<file path="src/rtl/demux_ctrl_if.sv">
// demux_ctrl_if: upstream handshake, lane backpressure, lane outputs and
// debug state of the two-lane alternating demultiplexer.
// Handshake: a word moves when valid_in && ready_in are both high at a
// rising clk edge; upstream keeps data_in stable while valid_in waits for
// ready_in; each lane output is a one-cycle valid_outx pulse per transfer
// with no downstream ready (lanes throttle through pause0/pause1 instead).
interface demux_ctrl_if #(
    parameter int DATA_W = 8
);
    logic [DATA_W-1:0] data_in;
    logic              valid_in;
    logic              ready_in;
    logic              pause0;
    logic              pause1;
    logic [DATA_W-1:0] data_out0;
    logic [DATA_W-1:0] data_out1;
    logic              valid_out0;
    logic              valid_out1;
    logic [1:0]        state_out;

    // Block side: consumes upstream words and lane pauses, drives lanes.
    modport slave (
        input  data_in,
        input  valid_in,
        output ready_in,
        input  pause0,
        input  pause1,
        output data_out0,
        output data_out1,
        output valid_out0,
        output valid_out1,
        output state_out
    );

    // Environment side: upstream source plus both downstream lanes.
    modport master (
        output data_in,
        output valid_in,
        input  ready_in,
        output pause0,
        output pause1,
        input  data_out0,
        input  data_out1,
        input  valid_out0,
        input  valid_out1,
        input  state_out
    );
endinterface

</file>
<file path="src/rtl/demux_ctrl.sv">
// demux_ctrl: routes upstream words alternately to lane 0 and lane 1 with a
// registered one-cycle output latency. A paused lane is skipped when the
// other lane can take data; with both lanes paused everything holds.
// Optional build macro DEMUX_CTRL_STATS_EN adds saturating per-lane
// transfer counters on ports count0/count1.
module demux_ctrl #(
    parameter int DATA_W = 8,
    parameter int CNT_W  = 8
) (
    input  logic              clk,
    input  logic              reset,
    demux_ctrl_if.slave       bus
`ifdef DEMUX_CTRL_STATS_EN
    ,
    output logic [CNT_W-1:0]  count0,
    output logic [CNT_W-1:0]  count1
`endif
);

    localparam logic [1:0] ST_INIT  = 2'b00;
    localparam logic [1:0] ST_LANE0 = 2'b01;
    localparam logic [1:0] ST_LANE1 = 2'b10;

    logic [1:0]        state_q, state_d;
    logic [DATA_W-1:0] data_out0_q, data_out0_d;
    logic [DATA_W-1:0] data_out1_q, data_out1_d;
    logic              valid_out0_q, valid_out0_d;
    logic              valid_out1_q, valid_out1_d;
    logic              ready_c;
    logic              xfer0_c;
    logic              xfer1_c;

    // Ready depends only on the current lane and its pause, so a pause
    // change reaches ready_in in the same cycle.
    always_comb begin
        ready_c = 1'b0;
        case (state_q)
            ST_LANE0: ready_c = !bus.pause0;
            ST_LANE1: ready_c = !bus.pause1;
            default:  ready_c = 1'b0;
        endcase
        xfer0_c = bus.valid_in && ready_c && (state_q == ST_LANE0);
        xfer1_c = bus.valid_in && ready_c && (state_q == ST_LANE1);
    end

    // Lane sequencing: alternate on transfers, skip a paused lane when the
    // other one is free, hold when idle or when both lanes are paused.
    always_comb begin
        state_d = state_q;
        case (state_q)
            ST_INIT:  state_d = ST_LANE0;
            ST_LANE0: begin
                if (xfer0_c) begin
                    state_d = ST_LANE1;
                end else if (bus.pause0 && !bus.pause1) begin
                    state_d = ST_LANE1;
                end
            end
            ST_LANE1: begin
                if (xfer1_c) begin
                    state_d = ST_LANE0;
                end else if (bus.pause1 && !bus.pause0) begin
                    state_d = ST_LANE0;
                end
            end
            default:  state_d = ST_INIT;
        endcase
    end

    // Lane output registers: capture on a transfer, otherwise keep the last
    // word; valid is a single-cycle pulse per transfer.
    always_comb begin
        data_out0_d  = xfer0_c ? bus.data_in : data_out0_q;
        data_out1_d  = xfer1_c ? bus.data_in : data_out1_q;
        valid_out0_d = xfer0_c;
        valid_out1_d = xfer1_c;
    end

    // State and lane registers; reset clears everything at once, which also
    // drops any word accepted in the same cycle.
    always_ff @(posedge clk or posedge reset) begin
        if (reset) begin
            state_q      <= ST_INIT;
            data_out0_q  <= '0;
            data_out1_q  <= '0;
            valid_out0_q <= 1'b0;
            valid_out1_q <= 1'b0;
        end else begin
            state_q      <= state_d;
            data_out0_q  <= data_out0_d;
            data_out1_q  <= data_out1_d;
            valid_out0_q <= valid_out0_d;
            valid_out1_q <= valid_out1_d;
        end
    end

    assign bus.ready_in   = ready_c;
    assign bus.data_out0  = data_out0_q;
    assign bus.data_out1  = data_out1_q;
    assign bus.valid_out0 = valid_out0_q;
    assign bus.valid_out1 = valid_out1_q;
    assign bus.state_out  = state_q;

`ifdef DEMUX_CTRL_STATS_EN
    logic [CNT_W-1:0] count0_q, count0_d;
    logic [CNT_W-1:0] count1_q, count1_d;

    // Per-lane transfer counters that stick at all-ones instead of wrapping.
    always_comb begin
        count0_d = count0_q;
        count1_d = count1_q;
        if (xfer0_c && (count0_q != '1)) begin
            count0_d = count0_q + 1'b1;
        end
        if (xfer1_c && (count1_q != '1)) begin
            count1_d = count1_q + 1'b1;
        end
    end

    // Counters clear only on reset.
    always_ff @(posedge clk or posedge reset) begin
        if (reset) begin
            count0_q <= '0;
            count1_q <= '0;
        end else begin
            count0_q <= count0_d;
            count1_q <= count1_d;
        end
    end

    assign count0 = count0_q;
    assign count1 = count1_q;
`else
    // Counter width has no hardware in this build; keep it referenced.
    localparam logic [31:0] CNT_W_L = CNT_W;
    logic unused_cnt_w;
    assign unused_cnt_w = ^CNT_W_L;
`endif

endmodule

</file>
<file path="src/flat_wrapper.sv">
// flat-port wrapper written by rule: the top's interface ports become plain ports
module demux_ctrl_flat 
#(
    parameter int DATA_W = 8,
    parameter int CNT_W  = 8
)
  (clk, reset, bus_data_in, bus_valid_in, bus_ready_in, bus_pause0, bus_pause1, bus_data_out0, bus_data_out1, bus_valid_out0, bus_valid_out1, bus_state_out);
  demux_ctrl_if #(.DATA_W(DATA_W)) bus_i ();
  input  logic clk;
  input  logic reset;
  input wire logic [$bits(bus_i.data_in)-1:0] bus_data_in;
  input wire logic [$bits(bus_i.valid_in)-1:0] bus_valid_in;
  output wire logic [$bits(bus_i.ready_in)-1:0] bus_ready_in;
  input wire logic [$bits(bus_i.pause0)-1:0] bus_pause0;
  input wire logic [$bits(bus_i.pause1)-1:0] bus_pause1;
  output wire logic [$bits(bus_i.data_out0)-1:0] bus_data_out0;
  output wire logic [$bits(bus_i.data_out1)-1:0] bus_data_out1;
  output wire logic [$bits(bus_i.valid_out0)-1:0] bus_valid_out0;
  output wire logic [$bits(bus_i.valid_out1)-1:0] bus_valid_out1;
  output wire logic [$bits(bus_i.state_out)-1:0] bus_state_out;
  assign bus_i.data_in = bus_data_in;
  assign bus_i.valid_in = bus_valid_in;
  assign bus_ready_in = bus_i.ready_in;
  assign bus_i.pause0 = bus_pause0;
  assign bus_i.pause1 = bus_pause1;
  assign bus_data_out0 = bus_i.data_out0;
  assign bus_data_out1 = bus_i.data_out1;
  assign bus_valid_out0 = bus_i.valid_out0;
  assign bus_valid_out1 = bus_i.valid_out1;
  assign bus_state_out = bus_i.state_out;
  demux_ctrl #(.DATA_W(DATA_W), .CNT_W(CNT_W)) u_core (.clk(clk), .reset(reset), .bus(bus_i));
endmodule
</file>
<file path="config.mk">
export PLATFORM = sky130hd
export DESIGN_NAME = demux_ctrl_flat
export DESIGN_NICKNAME = d
export VERILOG_FILES = /design/src/rtl/demux_ctrl_if.sv /design/src/rtl/demux_ctrl.sv /design/src/flat_wrapper.sv
export SDC_FILE = /design/constraint.sdc
export NUM_CORES = 1
export LEC_CHECK = 0
export CAP_MARGIN = 10
export CORE_MARGIN = 2
export CORE_UTILIZATION = 60
export CTS_CLUSTER_SIZE = 10
export DETAILED_ROUTE_END_ITERATION = 10
export DONT_BUFFER_PORTS = 1
export HOLD_SLACK_MARGIN = 0.05
export PLACE_DENSITY_LB_ADDON = 0.08
export SYNTH_ARGS = -nofsm -noshare
export SYNTH_HDL_FRONTEND = slang
export SYNTH_SLANG_ARGS = --single-unit
</file>
<file path="constraint.sdc">
create_clock -name clk -period 3.21 [get_ports clk]
set_input_delay 0.963 -clock clk [delete_from_list [all_inputs] [get_ports clk]]
set_output_delay 0.963 -clock clk [all_outputs]
set_load 0.03 [all_outputs]
</file>
## After elaboration in Yosys (flattened, before gate mapping)

Index checks and enable logic that the tools add are counted.

- Register bits: 20
- Output and inout bits: 21

- Equality and inequality tests: 4
- Reduce and logical (&&, ||, !) cells: 9
- Mux-type cells: 6

Operator list:

| kind | count |
|---|---|
| $mux W2 | 4 |
| $ne A3 B2 Y1 const B | 2 |
| $pmux W2 S3 | 1 |
| $logic_and A1 B1 Y1 | 5 |
| $eq A2 B1 Y1 const B | 1 |
| $eq A2 B2 Y1 const B | 1 |
| $logic_not A1 Y1 | 2 |
| $logic_not A2 Y1 | 1 |
| $pmux W1 S2 | 1 |
| $reduce_and A2 Y1 | 1 |

## Longest topological paths before layout

- Word-level depth: 6
- Mapped depth: 6
- Gate-level depth less buffers: 6

## Worst setup path before layout

Ideal clock, no wire load.

- Path type: in2out
- From: input bus_pause1
- To: output bus_ready_in
- Cell stages on the path: 2
- Slack: 412 ps
- Arrival time: 1,835 ps
- Path buffers: 0
- Data required time: 2,247 ps
- Cell sequence: nand2b_4 -> a21boi_0

- Word-level cells in the longest chain between the ends: 2

RTL lines:

| element | line | source |
|---|---|---|
| from (decl) | flat_wrapper.sv:15 | `input wire logic [$bits(bus_i.pause1)-1:0] bus_pause1;` |
| $logic_not A1 Y1 | demux_ctrl.sv:39 | `ST_LANE1: ready_c = !bus.pause1;` |
| $pmux W1 S2 | demux_ctrl.sv:37 | `case (state_q)` |
| to (decl) | flat_wrapper.sv:13 | `output wire logic [$bits(bus_i.ready_in)-1:0] bus_ready_in;` |

Every way passes these cells.

## Worst setup path after layout

- From: register u_core.state_q[0], in the netlist u_core.bus.state_out[0]
- To: output bus_ready_in

- Word-level cells in the longest chain between the ends: 2
- Elaborated cells on any way between the ends: 3
- Classes of those cells: eq/ne (2); mux (1)

RTL lines:

| element | line | source |
|---|---|---|
| from (decl) | demux_ctrl.sv:24 | `logic [1:0] state_q, state_d;` |
| from (signal assigned) | demux_ctrl.sv:89 | `state_q <= state_d;` |
| $eq A2 B2 Y1 or $eq A2 B1 Y1 (tied branches) | demux_ctrl.sv:37 |  |
| $pmux W1 S2 * | demux_ctrl.sv:37 |  |

Mark *: on every way between the ends. The rest lies on a longest branch, timed or not.

==> run metrics <==
Setup WS post-layout 0.413 ns; sequential cell area fraction in the yosys report 56.5%; Setup-failing EPs final 0; Die H 42.4 um; drt drc 0; Worst Setup Start Kind flop; Syn. warnings 0; Sw Ratio 47.0%; clock buffer depth 2; initial core utilization 66.4%; worst-margin pin slew 0.720 ns; core area 0.00133 mm2; Routed WL per cell 19.2 um; First-pass DRT Iterations 2; number of global-route vias before repair 517; area growth from synthesis to layout 7.06%; total power per unit cell area 1160 mW/mm2; Peak Freq 357 MHz; Distinct cells, synth 14; Area contributors post-synth dfrtp_1 56%, mux2_2 22%, ha_1 7.1%; worst slack, placed 0.748 ns; Max-slew headroom 51.9%; minimum clock period 2.80 ns; Critical Path AT 1.83 ns; Max Fanout on Critical Path 5; Cells after Synth 57; cells resized by post-CTS repair 0; Net Count, Synth 75; Req. time, crit path 2.25 ns; final-report hold violation count 0; fraction of layout cells with a size suffix above 1 43.5%; largest family of logic cells by synthesized area multiplexers; overall routing resource usage 19.1%; later-pin clock latency in the skew report 0.29 ns; worst vdd ir 0.682 mV; Register Area 500 um2; GP Congestion 0.710; total number of vias 462; Routed Antenna Nets 0; P_int 584 uW; total grt overflow 0; Post-Route Skew 0.00504 ns; synth cell count leaders 20 x dfrtp_1, 17 x mux2_2, 5 x ha_1; hold_buf cts 0; Slew Limit Fails 0; mux cell area share after synthesis 22.7%; XOR/XNOR share of the synthesized area 0%; Die Area 0.00180 mm2; Clk pwr share 12.7%; leading area contributor after synthesis dfrtp_1; placed cell count 73; Post-synth EDFFs 0; fin crit share 87.1%; Leak 0.000437 uW; Seq pwr share 61.3%; Final nets 81; I/O pin cnt 34; Synth Flop Type dfrtp_1; CTS root buf clkbuf_4; Total Wirelength 1480 um; number of max-cap violations 0; top-count cell post-synth dfrtp_1; Synth Area in Compound Gates 7.20%; antenna violations before repair 0; post-DP HPWL 1180 um; Die X-Extent 42.4 um; Overall Power 1100 uW; crit path capture type primary output; P_sw 517 uW; port buffer count 0; CTS tree built; Num CTS Buffers 3; status finished clean; CTS sink cnt 20; Post-Syn Area 886 um2; antenna cells 0; Yosys reg bits 20; combinational share of power 26.0%; fill count 94; Post-Synth Adder-Cell Area 7.06%; global-route wire length before repair 2480 um; Synth top area share 56.5%; fin cells 77; Vias/cell 6.00; clk slew on worst S/H paths 0.10 ns; ys async rst share 100%; Avg Cell Area, Syn 15.5 um2; largest net degree at the start of global routing 21; setup_tns 0 ns; area of the multi-input gates 374 um2; row count 13; worst hold path type primary input to asynchronous set/reset pin; Hold WS 0.662 ns; RSZ-0062 raised after global routing no; CP Class flop to primary output; postcts setup bufs 0; H-tree levels 1; Initial DRC Count 1; Post-Synth Simple-Gate Area 5.23%
-- routing by layer --
metal	wire (um)	GRT usage (%)	up-vias	share of wire, %
met2	782	31.1	24	53
li1	-	-	209	-
met3	149	9.48	0	10
met5	0	0	-	0
met1	545	22.0	229	37
met4	0	5.63	0	0
-- cell families (layout without fill, tap and decap cells) --
group / after synthesis / after routing
simple gates: 5 / 5
fa+ha+maj: 5 / 5
compound gates: 6 / 6
mux: 18 / 18
flops: 20 / 20
buf+inv: 3 / 8
-- power by group through the flow --
stage               sequential, uW  clock (uW)  combinational, uW
global route                   687         165                317
floorplan                      654           0                242
detailed placement             685           0                290
finish                         675         139                286
CTS                            679         148                291
global placement               675           0                264
-- registers in the layout, summed over array words and instances (netlist names) --
signal and count:
u_core.bus.state_out 2, u_core.bus.valid_out1 1, u_core.bus.data_out1 8, u_core.bus.data_out0 8, u_core.bus.valid_out0 1
-- layout by cell type, fill, tap and decap left out --
master | Yosys | routed
mux2_2 | 17 | 17
ha_1 | 5 | 5
a22o_1 | 1 | 1
o211ai_1 | 1 | 1
dfrtp_1 | 20 | 20
a21oi_4 | 2 | 2
nand3_1 | 1 | 1
nand2b_4 | 2 | 2
clkbuf_8 | 0 | 1
buf_4 | 0 | 1
inv_1 | 3 | 3
mux2i_1 | 1 | 1
o21bai_1 | 1 | 1
nand3_2 | 1 | 1
clkbuf_4 | 0 | 3
a21boi_0 | 1 | 1
nand2_1 | 1 | 1
-- worst paths after layout --
kind / start / end / slack [ns] / depth (start not counted)
hold / removal: reset / u_core.bus.data_out1[2] / 0.66 / 1
min in group clk: u_core.bus.data_out1[6] / u_core.bus.data_out1[6] / 0.76 / 1
setup reg to reg: u_core.bus.state_out[0] / u_core.bus.data_out0[5] / 1.14 / 5
setup / recovery: u_core.bus.state_out[0] / bus_ready_in / 0.41 / 4
hold reg to reg: u_core.bus.data_out1[6] / u_core.bus.data_out1[6] / 0.76 / 1
max in group asynchronous: reset / u_core.bus.state_out[1] / 2.09 / 1
-- area by class of cell --
class,instances,share of cell area [%]
clock buffers,4,3.83
inverters,3,1.19
well taps,15,1.98
multi-input cells,34,39.4
flip-flops and latches,20,52.8
repair buffers,1,0.792
-- critical path, stage by stage (launching register included) --
cell and delay [ns]:
dfrtp_1 0.61, inv_1 0.15, ha_1 0.38, a21boi_0 0.20
buf_4 0.19
-- metrics by stage --
step	instance area, um2	util (%)
final	948	71.1
after detailed placement	912	68.4
after global routing	948	71.1
after CTS	948	71.1
after floorplan	886	-
after global placement	912	68.4
Note: power is estimated with default switching activity, not from simulation.
